## src/rtl/ama_riscv_defines.sv

```systemverilog
// ---------------------------------------------------------------------------
// ama_riscv_defines
// Shared type definitions for the memory-side arbitration logic.
//   arb_state_e : arbiter FSM states
//   arb_owner_e : which cache owns the outstanding memory transaction
// ---------------------------------------------------------------------------
package ama_riscv_defines;

   typedef enum logic [1:0] {
      ARB_IDLE  = 2'd0,
      ARB_ISSUE = 2'd1,
      ARB_WAIT  = 2'd2
   } arb_state_e;

   typedef enum logic {
      ARB_IC = 1'b0,
      ARB_DC = 1'b1
   } arb_owner_e;

endpackage

```

## src/rtl/ama_riscv_rr_arb2.sv

```systemverilog
// ---------------------------------------------------------------------------
// ama_riscv_rr_arb2
// Two-way round-robin picker, purely combinational.
// Ports:
//   req   [1:0]  request vector, bit 0 = icache, bit 1 = dcache
//   last         requester granted most recently (0 = icache, 1 = dcache)
//   grant [1:0]  one-hot grant (all zero when nobody requests)
// ---------------------------------------------------------------------------
module ama_riscv_rr_arb2 (
   input  logic [1:0] req,
   input  logic       last,
   output logic [1:0] grant
);

   always_comb begin
      grant = 2'b00;
      case (req)
         2'b01:   grant = 2'b01;
         2'b10:   grant = 2'b10;
         // tie: the side that did not win last time goes first
         2'b11:   grant = last ? 2'b01 : 2'b10;
         default: grant = 2'b00;
      endcase
   end

endmodule

```

## src/rtl/ama_riscv_mem_arb.sv

```systemverilog
// ---------------------------------------------------------------------------
// ama_riscv_mem_arb
// Shares one backing-memory port between the icache and dcache. One memory
// transaction is outstanding at a time; round-robin on simultaneous requests.
//
// state     | meaning
// ----------+-------------------------------------------------------------
// ARB_IDLE  | no transaction; picker result drives the req_ready of winner
// ARB_ISSUE | registered request presented on mem_req_* until accepted
// ARB_WAIT  | read accepted by memory, waiting for mem_rsp_valid
//
// Ports:
//   clk, rst                  clock, async active-high reset
//   ic_req_* / ic_rsp_*       icache line-fill request / response
//   dc_req_* / dc_rsp_*       dcache fill or write-back request / response
//   mem_req_* / mem_rsp_*     backing memory request / read response
//   conflict_cnt              cycles spent in ARB_IDLE with both requesting
// ---------------------------------------------------------------------------
module ama_riscv_mem_arb
   import ama_riscv_defines::*;
#(
   parameter int MEM_ADDR_W = 14,
   parameter int LINE_W     = 128
) (
   input  logic                  clk,
   input  logic                  rst,

   input  logic                  ic_req_valid,
   output logic                  ic_req_ready,
   input  logic [MEM_ADDR_W-1:0] ic_req_addr,
   output logic                  ic_rsp_valid,
   output logic [LINE_W-1:0]     ic_rsp_data,

   input  logic                  dc_req_valid,
   output logic                  dc_req_ready,
   input  logic [MEM_ADDR_W-1:0] dc_req_addr,
   input  logic                  dc_req_we,
   input  logic [LINE_W-1:0]     dc_req_wdata,
   output logic                  dc_rsp_valid,
   output logic [LINE_W-1:0]     dc_rsp_data,

   output logic                  mem_req_valid,
   input  logic                  mem_req_ready,
   output logic [MEM_ADDR_W-1:0] mem_req_addr,
   output logic                  mem_req_we,
   output logic [LINE_W-1:0]     mem_req_wdata,
   input  logic                  mem_rsp_valid,
   input  logic [LINE_W-1:0]     mem_rsp_data,

   output logic [31:0]           conflict_cnt
);

   arb_state_e            state_q;
   arb_owner_e            owner_q;
   arb_owner_e            last_grant_q;
   logic [MEM_ADDR_W-1:0] addr_q;
   logic                  we_q;
   logic [LINE_W-1:0]     wdata_q;
   logic                  ic_rsp_valid_q;
   logic                  dc_rsp_valid_q;
   logic [LINE_W-1:0]     ic_rsp_data_q;
   logic [LINE_W-1:0]     dc_rsp_data_q;
   logic [31:0]           conflict_cnt_q;

   logic [1:0]            grant;
   logic                  hs_ic;
   logic                  hs_dc;

   ama_riscv_rr_arb2 u_rr_arb2 (
      .req   ({dc_req_valid, ic_req_valid}),
      .last  (last_grant_q == ARB_DC),
      .grant (grant)
   );

   // Readies are combinational so a lone requester is accepted the same
   // cycle it raises valid; dropping valid simply removes it from the picker.
   always_comb begin
      ic_req_ready = (state_q == ARB_IDLE) && grant[0];
      dc_req_ready = (state_q == ARB_IDLE) && grant[1];
   end

   assign hs_ic = ic_req_valid && ic_req_ready;
   assign hs_dc = dc_req_valid && dc_req_ready;

   always_ff @(posedge clk or posedge rst) begin
      if (rst) begin
         state_q        <= ARB_IDLE;
         owner_q        <= ARB_IC;
         last_grant_q   <= ARB_DC;
         addr_q         <= '0;
         we_q           <= 1'b0;
         wdata_q        <= '0;
         ic_rsp_valid_q <= 1'b0;
         dc_rsp_valid_q <= 1'b0;
         ic_rsp_data_q  <= '0;
         dc_rsp_data_q  <= '0;
         conflict_cnt_q <= '0;
      end else begin
         ic_rsp_valid_q <= 1'b0;
         dc_rsp_valid_q <= 1'b0;

         if ((state_q == ARB_IDLE) && ic_req_valid && dc_req_valid)
            conflict_cnt_q <= conflict_cnt_q + 32'd1;

         case (state_q)
            ARB_IDLE: begin
               if (hs_ic) begin
                  owner_q      <= ARB_IC;
                  last_grant_q <= ARB_IC;
                  addr_q       <= ic_req_addr;
                  we_q         <= 1'b0;
                  wdata_q      <= '0;
                  state_q      <= ARB_ISSUE;
               end else if (hs_dc) begin
                  owner_q      <= ARB_DC;
                  last_grant_q <= ARB_DC;
                  addr_q       <= dc_req_addr;
                  we_q         <= dc_req_we;
                  wdata_q      <= dc_req_wdata;
                  state_q      <= ARB_ISSUE;
               end
            end
            ARB_ISSUE: begin
               // write-backs complete on acceptance; reads wait for data
               if (mem_req_ready)
                  state_q <= we_q ? ARB_IDLE : ARB_WAIT;
            end
            ARB_WAIT: begin
               if (mem_rsp_valid) begin
                  if (owner_q == ARB_IC) begin
                     ic_rsp_data_q  <= mem_rsp_data;
                     ic_rsp_valid_q <= 1'b1;
                  end else begin
                     dc_rsp_data_q  <= mem_rsp_data;
                     dc_rsp_valid_q <= 1'b1;
                  end
                  state_q <= ARB_IDLE;
               end
            end
            default: state_q <= ARB_IDLE;
         endcase
      end
   end

   assign mem_req_valid = (state_q == ARB_ISSUE);
   assign mem_req_addr  = addr_q;
   assign mem_req_we    = we_q;
   assign mem_req_wdata = wdata_q;
   assign ic_rsp_valid  = ic_rsp_valid_q;
   assign ic_rsp_data   = ic_rsp_data_q;
   assign dc_rsp_valid  = dc_rsp_valid_q;
   assign dc_rsp_data   = dc_rsp_data_q;
   assign conflict_cnt  = conflict_cnt_q;

endmodule

```

## config.mk

```make
export PLATFORM = sky130hd
export DESIGN_NAME = ama_riscv_mem_arb
export DESIGN_NICKNAME = d
export VERILOG_FILES = /design/src/rtl/ama_riscv_defines.sv /design/src/rtl/ama_riscv_rr_arb2.sv /design/src/rtl/ama_riscv_mem_arb.sv
export SDC_FILE = /design/constraint.sdc
export NUM_CORES = 1
export LEC_CHECK = 0
export CORE_AREA = 2 2 283 285
export DETAILED_ROUTE_END_ITERATION = 6
export DIE_AREA = 0 0 285 287
export SLEW_MARGIN = 20
export SYNTH_ARGS = -nofsm -noshare
export SYNTH_HDL_FRONTEND = slang
export SYNTH_SLANG_ARGS = --single-unit
export TNS_END_PERCENT = 20
```

## constraint.sdc

```tcl
create_clock -name clk -period 20.5 [get_ports clk]
set_clock_uncertainty 0.2 [all_clocks]
set_input_delay 4.1 -clock clk [delete_from_list [all_inputs] [get_ports clk]]
set_output_delay 4.1 -clock clk [all_outputs]
set_load 0.02 [all_outputs]
```

==> results.md <==
- The run finished with clean final reports.
- The internal power summed over all cells is 2.62 mW.
- The filler cells instantiated in the layout total 7713.
- Of the available clock period, the critical path in the final layout requires 0.516.
- Clock latency on the worst-skew pair, taken at its later pin, is 0.56 ns.
- Of the total power, registers draw 0.349.
- The required time at the worst-slack endpoint is 16.20 ns.
- Detailed placement ended at an HPWL of 40200 um.
- The worst-margin pin slew is 1.01 ns.
- The number of distinct library cells after synthesis is between 40 and 50.
- The share of synthesized area in the top cell type comes to 0.665.
- In this run the tool buffered the top-level ports with 726 buffer cells.
- The fraction of power consumed by the clock network is 0.209.
- Yosys attributes the largest share of cell area to dfrtp_1 (66%), mux2_1 (16%), a22o_1 (6.3%).
- The initial core utilization is 0.209.
- The worst hold path belongs to the class reg2reg.
- The type of origin of the critical path is a primary input.
- The total number of vias is 12000.
- The warning count from the yosys run is 0.
- The power share of the combinational group is 0.442.
- The sum of negative setup slack is 0 ns.
- The pin count of the biggest net entering global routing is 128.
- The count of TritonRoute iterations in the first routing pass is 5.
- The post-cts sizing count is 0.
- In the global route stage, overall resource usage came out at 0.128.
- The post-CTS setup buffer count is 0.
- Of the cells placed in the final design, the portion with a size suffix greater than 1 is 0.0746.
- The via count of the first global-routing pass is 13000.
- The total of max-cap violations is 0.
- The total area inside the core boundary comes to 78600 um2.
- The normalized max-slew margin is 0.325.
- The async set or reset register ratio after synthesis is 1.00.
- TritonCTS built the clock tree.
- Setup violations remaining at the end of the flow were counted as 0.
- The clock period could shrink to 10.57 ns.
- In this run the clock root is driven by a clkbuf_16.
- The worst setup path is of the in2out kind.
- The ratio of routed vias to standard cells is 4.13.
- The switching power is 1.49 mW.
- The number of cells on the worst reg-to-reg path is 7.
- Summed over all instances, the cell type with the most area after synthesis is dfrtp_1.
- The mapped netlist covers 16400 um2.
- The maximum ir drop on the vdd rail is 0.0741 mV.
- In this run the register-to-register setup slack is 17.04 ns.
- The synthesized netlist cell count is 1086.
- The wire length of the first global-routing pass is 81200 um.
- Setup repair after global routing left no endpoint under its margin.
- The violation count after the first detailed-route iteration is approximately 460.
- The most common cell in the netlist is dfrtp_1.
- The layout overhead on the synthesized area is 61.1%.
- The number of hold-repair buffers added at the cts stage is 0.
- Of the synthesized area, sequential elements account for 0.666.
- Counting every net in the synthesized netlist gives 1378.
- The number of max-slew violations in the final report is 0.
- Once layout is complete, the cells apart from fillers number 2901.
- The global placement routability congestion is 0.843.
- The data arrival at the endpoint of the critical path is around 6.3 ns.
- The number of buffers created by CTS is 49.
- The average instance in the mapped netlist occupies 15.1 um2.
- The worst register-to-register path ends at mem_req_wdata[51]$_DFFE_PP0P_.
- The minimum hold slack is 0.277 ns.
- Pin placement for this block handled 727 I/O pins.
- The number of nets in the layout is 2105.
- The fmax is around 95 MHz.
- The number of rows created at floorplan is 103.
- For hold timing, the worst endpoint is conflict_cnt[31]$_DFFE_PP0P_.
- The H-tree depth is 2.
- Summed over all cells, the static leakage comes to roughly 11 nW.
- The number of antenna violations at the first check in global routing was 1.
- Of all nets on the critical path, the largest fanout is 59.
- The tree built by TritonCTS fans out to 437 sinks.
- Summing all multi-input logic gate instances after layout gives 5160 um2.
- The clock transition time at the flip-flop clock pins of the worst setup and hold paths is 0.05 ns.
- Across the whole layout, storage elements account for between 10000 and 15000 um2.
- The routed design has between 50000 and 60000 um of wire.
- The die area is 81800 um2.
- The source of the worst register-to-register timing path is last_grant_q$_DFFE_PP1P_.
- The number of placed instances, taps included, is 2811.
- The aggregate global routing overflow is 0.
- The power density relative to cell area is between 150 and 200 nW/um2.
- The critical path endpoint category is an output pin.
- Along the worst hold path, the cell count comes to 1.
- The most used flip-flop cell after synthesis is dfrtp_1.
- The proportion of total power due to net switching is 0.362.
- The DRC violations left is 0.
- At the end of the flow the core is filled with cells to 0.336.
- The synthesis-stage register bit count is 437.
- The final antenna-violating net count is 0.
- The final-report hold violation count is 0.
- The longest clock path from root to sink contains 3 buffers.
- In the final routed layout, each cell accounts on average for between 15 and 20 um.
- By count the netlist is led by dfrtp_1 (436), mux2_1 (236), a22o_1 (118).
- The synthesized design contains 0 enable-type register cells.
- The hold path startpoint is conflict_cnt[31]$_DFFE_PP0P_.
- Measured along the x axis, the die boundary spans 285 um.
- The die is 287 um tall.
==> sequential cells by signal, indices dropped and copies added (netlist names) <==
signal,cells
owner_q,1
ic_rsp_data,128
ic_rsp_valid,1
mem_req_we,1
last_grant_q,1
mem_req_addr,14
dc_rsp_valid,1
mem_req_wdata,128
state_q,2
dc_rsp_data,128
conflict_cnt,32
==> cell type report <==
type / instances / share of cell area
flip-flops and latches: 437 / 0.414
repair buffers: 741 / 0.280
multi-input cells: 576 / 0.195
clock buffers: 65 / 0.0524
well taps: 1050 / 0.0497
clock inverters: 23 / 0.00710
inverters: 8 / 0.00151
diodes: 1 / 0.0000947
==> cells in the final DEF (no fill, tap or decap), drive strengths merged, types with 2 or more instances in the layout <==
cell type      count
bufinv             2
nand3             15
clkinvlp           3
and4               4
and2               3
clkinv            16
nand4             17
and3               4
buf               15
clkbuf            65
a31oi             14
clkdlybuf4s50    726
inv               10
xnor2             24
a22o             118
a21oi             11
nand2             65
nor4               5
mux2             256
nor2              19
xor2               7
nand2b             2
dfrtp            436
==> cells by family (layout without fill, tap and decap cells) <==
| kind of cell | Yosys count | in the layout | synth area share |
|---|---|---|---|
| compound gates | 145 | 145 | 0.0726 |
| xor+xnor | 31 | 31 | 0.0165 |
| fa+ha+maj | 1 | 1 | 0.000762 |
| buf+inv | 73 | 837 | 0.0206 |
| flops | 437 | 437 | 0.666 |
| mux | 256 | 256 | 0.176 |
| other cells | 0 | 1 | 0 |
| simple gates | 143 | 143 | 0.0475 |
==> worst max path at each step <==
stage | start | to | slack (ns)
after floorplan | rst | conflict_cnt[0]$_DFFE_PP0P_ | 4.03
after global placement | ic_req_valid | dc_req_ready | 9.95
after detailed placement | ic_req_valid | dc_req_ready | 9.93
after CTS | ic_req_valid | dc_req_ready | 9.92
after global routing | ic_req_valid | dc_req_ready | 9.82
final | ic_req_valid | dc_req_ready | 9.93
==> power groups by stage <==
| stage | sequential, mW | clock, mW | combinational (mW) |
|---|---|---|---|
| finish | 1.43 | 0.857 | 1.81 |
| global route | 1.48 | 0.928 | 1.91 |
| CTS | 1.43 | 0.892 | 1.84 |
| detailed placement | 1.44 | 0 | 1.84 |
| floorplan | 1.85 | 0 | 0.442 |
| global placement | 1.43 | 0 | 1.82 |
==> per-stage QoR <==
step,instance area [um2],worst slack [ns],power [mW]
finish,26400,9.93,4.10
global route,26400,9.82,4.32
CTS,26400,9.92,4.17
detailed placement,24800,9.93,3.28
global placement,24800,9.95,3.24
floorplan,16400,4.03,2.29
==> worst max-delay path, cell delays in order <==
cell and delay [ns]:
clkdlybuf4s50_1 0.47, nand2_1 0.09, nand3_1 0.08, buf_4 0.24, inv_4 0.53, clkdlybuf4s50_1 0.74
==> layer usage <==
metal  share of wire  wire length (um)  global-route usage  vias to the layer above
li1                -                 -                   -                     5348
met1            0.38             20700               0.145                     6020
met2            0.51             27400               0.225                      500
met3           0.081              4420              0.0413                       97
met4           0.033              1770              0.0469                        2
met5         0.00017                 9                   0                        -
No activity file was read; power rests on OpenSTA's default activity.
